===== src/rtl/fir_seq_pkg.sv =====
// rtl/fir_seq_pkg.sv - shared widths, state encoding and run-length clamp for the FIR sample sequencer
package fir_seq_pkg;

    localparam int SEQ_DEPTH   = 16;
    localparam int SEQ_AW      = 4;
    localparam int SEQ_XW      = 16;
    localparam int SEQ_YW      = 24;
    localparam int SEQ_TAPS    = 5;
    localparam int SEQ_LATENCY = 1;

    typedef enum logic [2:0] {
        IDLE  = 3'd0,
        FLUSH = 3'd1,
        RUN   = 3'd2,
        DRAIN = 3'd3,
        DONE  = 3'd4
    } state_t;

    // Requests longer than the buffer run the whole buffer once.
    function automatic int unsigned clamp_len(input int unsigned len, input int unsigned depth);
        return (len > depth) ? depth : len;
    endfunction

endpackage


===== src/rtl/fir_sample_sequencer_if.sv =====
// rtl/fir_sample_sequencer_if.sv - host/load and FIR-side signal bundle of the sample sequencer
interface fir_sample_sequencer_if #(
    parameter int AW = fir_seq_pkg::SEQ_AW,
    parameter int XW = fir_seq_pkg::SEQ_XW,
    parameter int YW = fir_seq_pkg::SEQ_YW
);
    logic          wr_en;
    logic [AW-1:0] wr_addr;
    logic [XW-1:0] wr_data;
    logic          start;
    logic [AW:0]   len;
    logic          abort;
    logic          busy;
    logic          done;
    logic [XW-1:0] fir_x_in;
    logic [YW-1:0] fir_y_out;
    logic          y_valid;
    logic [YW-1:0] y_data;
    logic [AW-1:0] y_index;

    modport master (
        output wr_en, wr_addr, wr_data, start, len, abort, fir_y_out,
        input  busy, done, fir_x_in, y_valid, y_data, y_index
    );

    modport slave (
        input  wr_en, wr_addr, wr_data, start, len, abort, fir_y_out,
        output busy, done, fir_x_in, y_valid, y_data, y_index
    );
endinterface


===== src/rtl/fir_sample_mem.sv =====
// rtl/fir_sample_mem.sv - DEPTH x XW sample register file, one synchronous write, one asynchronous read
module fir_sample_mem #(
    parameter int DEPTH = fir_seq_pkg::SEQ_DEPTH,
    parameter int AW    = fir_seq_pkg::SEQ_AW,
    parameter int XW    = fir_seq_pkg::SEQ_XW
) (
    input  logic          clk,
    input  logic          i_wr_en,
    input  logic [AW-1:0] i_wr_addr,
    input  logic [XW-1:0] i_wr_data,
    input  logic [AW-1:0] i_rd_addr,
    output logic [XW-1:0] o_rd_data
);

    logic [XW-1:0] r_mem [DEPTH];

    // Contents survive reset so a host can reload only what changed.
    always_ff @(posedge clk) begin
        if (i_wr_en) begin
            r_mem[i_wr_addr] <= i_wr_data;
        end
    end

    assign o_rd_data = r_mem[i_rd_addr];

endmodule


===== src/rtl/fir_sample_sequencer.sv =====
// rtl/fir_sample_sequencer.sv - sequences buffered samples through the FIR: flush, stream, tag-align outputs, done
module fir_sample_sequencer
    import fir_seq_pkg::*;
#(
    parameter int DEPTH   = SEQ_DEPTH,
    parameter int AW      = SEQ_AW,
    parameter int XW      = SEQ_XW,
    parameter int YW      = SEQ_YW,
    parameter int TAPS    = SEQ_TAPS,
    parameter int LATENCY = SEQ_LATENCY
) (
    input  logic                   clk,
    input  logic                   reset_n,
    fir_sample_sequencer_if.slave  bus
);

    localparam int LW  = AW + 1;
    localparam int FCW = $clog2(TAPS);

    state_t         r_state;
    state_t         w_next_state;

    logic [LW-1:0]  r_len;
    logic [LW-1:0]  r_rd_ptr;
    logic [FCW-1:0] r_flush_cnt;
    logic           r_busy;
    logic [XW-1:0]  r_fir_x;

    logic [LATENCY-1:0] r_tag_vld;
    logic [AW-1:0]      r_tag_idx [LATENCY];

    logic           r_y_valid;
    logic [YW-1:0]  r_y_data;
    logic [AW-1:0]  r_y_index;

    logic           w_accept;
    logic           w_abort;
    logic           w_load_sample;
    logic           w_flush_last;
    logic           w_last_sample;
    logic           w_tags_empty;
    logic           w_wr_en;
    logic [XW-1:0]  w_rd_data;

    assign w_wr_en = bus.wr_en && !r_busy;

    fir_sample_mem #(
        .DEPTH (DEPTH),
        .AW    (AW),
        .XW    (XW)
    ) u_mem (
        .clk       (clk),
        .i_wr_en   (w_wr_en),
        .i_wr_addr (bus.wr_addr),
        .i_wr_data (bus.wr_data),
        .i_rd_addr (r_rd_ptr[AW-1:0]),
        .o_rd_data (w_rd_data)
    );

    always_ff @(posedge clk or negedge reset_n) begin
        if (!reset_n) begin
            r_state <= IDLE;
        end else begin
            r_state <= w_next_state;
        end
    end

    always_comb begin
        w_next_state  = r_state;
        w_accept      = 1'b0;
        w_load_sample = 1'b0;
        w_abort       = 1'b0;
        w_flush_last  = (r_flush_cnt == FCW'(TAPS - 2));
        w_last_sample = (r_rd_ptr == r_len - 1'b1);
        w_tags_empty  = ~|r_tag_vld;

        case (r_state)
            IDLE: begin
                if (bus.start && (bus.len != '0)) begin
                    w_accept     = 1'b1;
                    w_next_state = FLUSH;
                end
            end
            FLUSH: begin
                if (w_flush_last) begin
                    w_next_state = RUN;
                end
            end
            RUN: begin
                w_load_sample = 1'b1;
                if (w_last_sample) begin
                    w_next_state = DRAIN;
                end
            end
            DRAIN: begin
                if (w_tags_empty) begin
                    w_next_state = DONE;
                end
            end
            DONE: begin
                w_next_state = IDLE;
            end
            default: begin
                w_next_state = IDLE;
            end
        endcase

        // Abort overrides everything outside IDLE; in IDLE a coincident start wins.
        if (bus.abort && (r_state != IDLE)) begin
            w_abort       = 1'b1;
            w_load_sample = 1'b0;
            w_next_state  = IDLE;
        end
    end

    always_ff @(posedge clk or negedge reset_n) begin
        if (!reset_n) begin
            r_len       <= '0;
            r_rd_ptr    <= '0;
            r_flush_cnt <= '0;
            r_busy      <= 1'b0;
            r_fir_x     <= '0;
            r_tag_vld   <= '0;
            for (int i = 0; i < LATENCY; i++) begin
                r_tag_idx[i] <= '0;
            end
            r_y_valid   <= 1'b0;
            r_y_data    <= '0;
            r_y_index   <= '0;
        end else begin
            r_busy <= (w_next_state == FLUSH) || (w_next_state == RUN) || (w_next_state == DRAIN);

            if (w_accept) begin
                r_len       <= LW'(clamp_len(32'(bus.len), DEPTH));
                r_rd_ptr    <= '0;
                r_flush_cnt <= '0;
            end else if (r_state == FLUSH) begin
                r_flush_cnt <= r_flush_cnt + 1'b1;
            end

            if (w_load_sample) begin
                r_rd_ptr <= r_rd_ptr + 1'b1;
            end

            // Zeros go out in every non-RUN state so the delay line is clean at both ends of a run.
            r_fir_x <= w_load_sample ? w_rd_data : '0;

            if (w_abort) begin
                r_tag_vld <= '0;
                r_y_valid <= 1'b0;
            end else begin
                r_tag_vld[0] <= w_load_sample;
                r_tag_idx[0] <= r_rd_ptr[AW-1:0];
                for (int i = 1; i < LATENCY; i++) begin
                    r_tag_vld[i] <= r_tag_vld[i-1];
                    r_tag_idx[i] <= r_tag_idx[i-1];
                end
                r_y_valid <= r_tag_vld[LATENCY-1];
                if (r_tag_vld[LATENCY-1]) begin
                    r_y_data  <= bus.fir_y_out;
                    r_y_index <= r_tag_idx[LATENCY-1];
                end
            end
        end
    end

    assign bus.busy     = r_busy;
    assign bus.done     = (r_state == DONE);
    assign bus.fir_x_in = r_fir_x;
    assign bus.y_valid  = r_y_valid;
    assign bus.y_data   = r_y_data;
    assign bus.y_index  = r_y_index;

endmodule


===== src/flat_wrapper.sv =====
// flat-port wrapper written by rule: the top's interface ports become plain ports
module fir_sample_sequencer_flat import fir_seq_pkg::*;
#(
    parameter int DEPTH   = SEQ_DEPTH,
    parameter int AW      = SEQ_AW,
    parameter int XW      = SEQ_XW,
    parameter int YW      = SEQ_YW,
    parameter int TAPS    = SEQ_TAPS,
    parameter int LATENCY = SEQ_LATENCY
)
  (clk, reset_n, bus_wr_en, bus_wr_addr, bus_wr_data, bus_start, bus_len, bus_abort, bus_fir_y_out, bus_busy, bus_done, bus_fir_x_in, bus_y_valid, bus_y_data, bus_y_index);
  fir_sample_sequencer_if #(.AW(AW), .XW(XW), .YW(YW)) bus_i ();
  input  logic clk;
  input  logic reset_n;
  input wire logic [$bits(bus_i.wr_en)-1:0] bus_wr_en;
  input wire logic [$bits(bus_i.wr_addr)-1:0] bus_wr_addr;
  input wire logic [$bits(bus_i.wr_data)-1:0] bus_wr_data;
  input wire logic [$bits(bus_i.start)-1:0] bus_start;
  input wire logic [$bits(bus_i.len)-1:0] bus_len;
  input wire logic [$bits(bus_i.abort)-1:0] bus_abort;
  input wire logic [$bits(bus_i.fir_y_out)-1:0] bus_fir_y_out;
  output wire logic [$bits(bus_i.busy)-1:0] bus_busy;
  output wire logic [$bits(bus_i.done)-1:0] bus_done;
  output wire logic [$bits(bus_i.fir_x_in)-1:0] bus_fir_x_in;
  output wire logic [$bits(bus_i.y_valid)-1:0] bus_y_valid;
  output wire logic [$bits(bus_i.y_data)-1:0] bus_y_data;
  output wire logic [$bits(bus_i.y_index)-1:0] bus_y_index;
  assign bus_i.wr_en = bus_wr_en;
  assign bus_i.wr_addr = bus_wr_addr;
  assign bus_i.wr_data = bus_wr_data;
  assign bus_i.start = bus_start;
  assign bus_i.len = bus_len;
  assign bus_i.abort = bus_abort;
  assign bus_i.fir_y_out = bus_fir_y_out;
  assign bus_busy = bus_i.busy;
  assign bus_done = bus_i.done;
  assign bus_fir_x_in = bus_i.fir_x_in;
  assign bus_y_valid = bus_i.y_valid;
  assign bus_y_data = bus_i.y_data;
  assign bus_y_index = bus_i.y_index;
  fir_sample_sequencer #(.DEPTH(DEPTH), .AW(AW), .XW(XW), .YW(YW), .TAPS(TAPS), .LATENCY(LATENCY)) u_core (.clk(clk), .reset_n(reset_n), .bus(bus_i));
endmodule

===== config.mk =====
export PLATFORM = sky130hd
export DESIGN_NAME = fir_sample_sequencer_flat
export DESIGN_NICKNAME = d
export VERILOG_FILES = /design/src/rtl/fir_seq_pkg.sv /design/src/rtl/fir_sample_sequencer_if.sv /design/src/rtl/fir_sample_mem.sv /design/src/rtl/fir_sample_sequencer.sv /design/src/flat_wrapper.sv
export SDC_FILE = /design/constraint.sdc
export NUM_CORES = 1
export LEC_CHECK = 0
export CAP_MARGIN = 30
export CORE_UTILIZATION = 52
export DETAILED_ROUTE_END_ITERATION = 12
export PLACE_DENSITY = 0.75
export SLEW_MARGIN = 0
export SYNTH_ARGS = -nofsm -noshare
export SYNTH_HDL_FRONTEND = slang
export SYNTH_SLANG_ARGS = --single-unit
export TNS_END_PERCENT = 100

===== constraint.sdc =====
create_clock -name clk -period 2.6 [get_ports clk]
set_input_delay 0.39 -clock clk [delete_from_list [all_inputs] [get_ports clk]]
set_output_delay 0.39 -clock clk [all_outputs]
set_load 0.02 [all_outputs]

==> run_summary.xml <==
<?xml version="1.0" encoding="UTF-8"?>
<metrics>
  <group name="floorplan">
    <metric name="die-width" unit="um">157</metric>
    <metric name="core_area" unit="sq um">23500</metric>
    <metric name="ios" unit="">101</metric>
    <metric name="fp.dieArea" unit="sq um">24600</metric>
    <metric name="die-height" unit="um">157</metric>
    <metric name="number_of_rows_created_at_floorplan" unit="">56</metric>
    <metric name="start_util" unit="%">53.0</metric>
  </group>
  <group name="run_status">
    <metric name="outcome" unit="">finished clean</metric>
  </group>
  <group name="placed_design">
    <metric name="dp.final_hpwl" unit="mm">15.4</metric>
    <metric name="gp_weighted_congestion" unit="">0.796</metric>
    <metric name="io_buffers" unit="">100</metric>
    <metric name="place_inst" unit="">1032</metric>
    <metric name="pre_cts_slack" unit="ps">316</metric>
  </group>
  <group name="final_layout">
    <metric name="syn_to_final_growth" unit="%">20.7</metric>
    <metric name="commonest_cells_after_routing_fill_and_taps_aside" unit="">256 x edfxtp_1, 99 x clkdlybuf4s50_1, 64 x mux4_2, 64 x dfrtp_1, 38 x buf_4</metric>
    <metric name="layoutNonFillerInstCount" unit="">1091</metric>
    <metric name="layout_commonest_cell" unit="">edfxtp_1</metric>
    <metric name="fin_nets" unit="">805</metric>
    <metric name="postLayoutCoreUtil" unit="%">64.0</metric>
    <metric name="fillers" unit="">1574</metric>
    <metric name="drive_gt1_share" unit="%">24.8</metric>
  </group>
  <group name="grt">
    <metric name="remaining_overflow_grt" unit="">0</metric>
    <metric name="global_route_wire_length_before_repair" unit="mm">37.8</metric>
    <metric name="grt_pass1_vias" unit="">6539</metric>
    <metric name="maximum_number_of_pins_on_one_net_before_global_route_repair" unit="">68</metric>
    <metric name="grt.total_usage" unit="%">21.2</metric>
    <metric name="grt_antenna_before_repair" unit="">1</metric>
  </group>
  <group name="clock_tree">
    <metric name="cts_tree" unit="">yes</metric>
    <metric name="source_to_sink_clock_delay_at_the_later_pin_of_the_worst_skew_pair" unit="ps">550</metric>
    <metric name="worst_setup_hold_path_clk_slew" unit="ps">60</metric>
    <metric name="clkSinkCount" unit="">323</metric>
    <metric name="number_of_buffers_on_the_longest_clock_path" unit="">3</metric>
    <metric name="ctsRootBufferMaster" unit="">clkbuf_16</metric>
    <metric name="cts_htree_levels" unit="">1</metric>
    <metric name="tritoncts.num_buffers" unit="">31</metric>
    <metric name="post_cts_resized" unit="">0</metric>
  </group>
  <group name="worst_setup_path">
    <metric name="cp-end-kind" unit="">output port</metric>
    <metric name="critPathMaxFanout" unit="">10</metric>
    <metric name="worst-setup-path-type" unit="">flip-flop to output port</metric>
    <metric name="worst_ep_arrival_time" unit="ps">1920</metric>
    <metric name="critPathRequiredTime" unit="ps">2210</metric>
    <metric name="cp-start-kind" unit="">flip-flop</metric>
  </group>
  <group name="routing">
    <metric name="initial_drc_count" unit="">539</metric>
    <metric name="dr_total_vias" unit="">6253</metric>
    <metric name="antenna_left" unit="">0</metric>
    <metric name="drt-pass1-iter-count" unit="">5</metric>
    <metric name="wl_per_cell" unit="um">23.0</metric>
    <metric name="detail_route.vias_per_cell" unit="">5.73</metric>
    <metric name="drt_drc_violations_left" unit="">0</metric>
    <metric name="total_wire_length" unit="mm">25.1</metric>
  </group>
  <group name="sta">
    <metric name="timing.max_slew.rel_slack" unit="%">39.2</metric>
    <metric name="maxClockFrequency" unit="MHz">433</metric>
    <metric name="fin_hold_ws" unit="ps">433</metric>
    <metric name="postLayoutSetupSlackWorst" unit="ps">290</metric>
    <metric name="setup-violations-final" unit="">0</metric>
    <metric name="final_hold_violation_count" unit="">0</metric>
    <metric name="clock_skew" unit="ps">12.8</metric>
    <metric name="timing.final.max_slew_violations" unit="">0</metric>
    <metric name="final.period_utilization" unit="%">88.8</metric>
    <metric name="finalCriticalPeriod" unit="ps">2310</metric>
    <metric name="totalNegativeSetupSlack" unit="ps">0</metric>
    <metric name="setup_repair_after_global_routing_missed_its_margin" unit="">no</metric>
    <metric name="worstMarginPinSlew" unit="ps">913</metric>
  </group>
  <group name="synthesis">
    <metric name="avgSynthCellArea" unit="sq um">20.6</metric>
    <metric name="post_synth_xor_area_fraction" unit="%">0.563</metric>
    <metric name="synth_simple_gate_area_share" unit="%">2.97</metric>
    <metric name="muxShareOfSynthArea" unit="%">17.2</metric>
    <metric name="synthesis.nets" unit="">662</metric>
    <metric name="ys_seq_area_share" unit="%">75.2</metric>
    <metric name="yosys_register_bits" unit="">323</metric>
    <metric name="synth_adder_area_share" unit="%">0.402</metric>
    <metric name="synth-compound-area-share" unit="%">1.95</metric>
    <metric name="ys_types" unit="">44</metric>
    <metric name="async_flop_share" unit="%">20.7</metric>
    <metric name="synth_edf_count" unit="">256</metric>
    <metric name="yosys_most_used_dff" unit="">edfxtp_1</metric>
    <metric name="synth_area" unit="sq um">12400</metric>
    <metric name="synth_top_family_by_area" unit="">multiplexers</metric>
    <metric name="synthCells" unit="">604</metric>
    <metric name="synth-warning-count" unit="">0</metric>
  </group>
  <group name="power">
    <metric name="ir_worst_vdd" unit="uV">670</metric>
    <metric name="power-per-cell-area" unit="nW/um^2">816</metric>
    <metric name="power.leakage" unit="nW">5.13</metric>
  </group>
  <group name="min_path">
    <metric name="timing.hold.worst.class" unit="">input port to flip-flop</metric>
  </group>
  <group name="job">
    <metric name="timing.max_cap.violations" unit="">0</metric>
  </group>
</metrics>
[repair_timing]
action	in CTS	in global routing
hold endpoints to repair	30	0
hold buffers	1	0
buffers inserted	0	0
[report_power, final]
group / total (mW) / internal, mW / switching (mW)
registers: 6.13 / 5.92 / 0.208
logic: 1.69 / 0.879 / 0.813
clock network: 4.44 / 2.63 / 1.80
[flip-flops by register name, indices dropped and copies added (netlist names)]
register / cells
u_core.bus.fir_x_in: 16
u_core.r_tag_idx: 4
u_core.r_rd_ptr: 5
u_core.r_tag_vld: 1
u_core.r_state: 3
u_core.bus.y_valid: 1
u_core.r_flush_cnt: 3
u_core.bus.y_data: 24
u_core.bus.busy: 1
u_core.bus.y_index: 4
u_core.r_len: 5
u_core.u_mem.r_mem: 256
[Yosys cell counts (2+ instances only)]
master,instances,area share (%)
nand2_1,9,0.27
buf_2,12,0.48
buf_6,6,0.54
mux4_2,64,12
buf_4,3,0.18
nand3_1,7,0.28
o21ai_0,10,0.40
clkbuf_1,6,0.18
nor3_1,9,0.36
nor2_1,17,0.51
mux2i_1,33,2.7
nor3b_1,2,0.12
xnor2_1,5,0.35
nand3b_1,2,0.12
or2b_1,2,0.12
nor2b_1,5,0.25
mux2_1,4,0.36
xor2_1,3,0.21
nand2b_1,7,0.35
buf_1,2,0.060
dfrtp_1,67,13
inv_1,5,0.15
a21oi_1,2,0.080
o22ai_1,16,0.80
mux2_2,29,2.6
edfxtp_1,256,62
ha_1,4,0.40
[cell families (layout without fill, tap and decap cells)]
family | after synthesis | in the layout
AOI/OAI and AO/OA | 36 | 36
xor gates and xnor gates | 8 | 8
adders and majority gates | 4 | 4
buffers and inverters | 35 | 202
DFF | 323 | 323
muxes | 130 | 130
other | 0 | 1
and+or+nand+nor | 68 | 68
[per-stage QoR]
| step | total power, mW | cell area (sq um) |
|---|---|---|
| 6_report | 12.3 | 15000 |
| 5_1_grt | 12.7 | 15000 |
| 4_1_cts | 12.4 | 15000 |
| 3_5_place_dp | 7.94 | 14000 |
| 3_3_place_gp | 7.85 | 14000 |
| 2_1_floorplan | 7.15 | 12400 |
[per-layer routing]
layer / GRT usage, % / vias to the layer above / share of wire, %
li1: - / 2726 / -
met1: 28.6 / 3195 / 41
met2: 35.2 / 294 / 49
met3: 3.54 / 38 / 7.6
met4: 7.19 / 0 / 2.3
met5: 0 / - / 0
[critical path, stage by stage, from the launching register on]
cell and delay [ps]:
dfrtp_1 500, nor3b_1 220, clkdlybuf4s50_1 650
[final cells by class]
type | count | area [sq um] | share of cell area [%]
Sequential cell | 323 | 9370 | 62.4
Multi-Input combinational cell | 246 | 2900 | 19.3
Timing Repair Buffer | 139 | 1310 | 8.70
Clock buffer | 46 | 882 | 5.87
Tap cell | 319 | 399 | 2.66
Clock inverter | 11 | 135 | 0.900
Inverter | 6 | 25.0 | 0.167
Antenna cell | 1 | 2.50 | 0.0167
[worst paths after layout]
kind	from	to	slack, ps	cells after the start
hold / removal	bus_fir_y_out[7]	u_core.bus.y_data[7]	430	2
min in group asynchronous	reset_n	u_core.bus.y_data[9]	520	2
setup reg to reg	u_core.r_rd_ptr[0]	u_core.bus.fir_x_in[6]	500	4
max in group asynchronous	reset_n	u_core.r_rd_ptr[0]	1420	2
hold reg to reg	u_core.bus.y_data[7]	u_core.bus.y_data[7]	490	1
setup / recovery	u_core.r_state[1]	bus_done	290	2
Note: power is estimated with default switching activity, not from simulation.
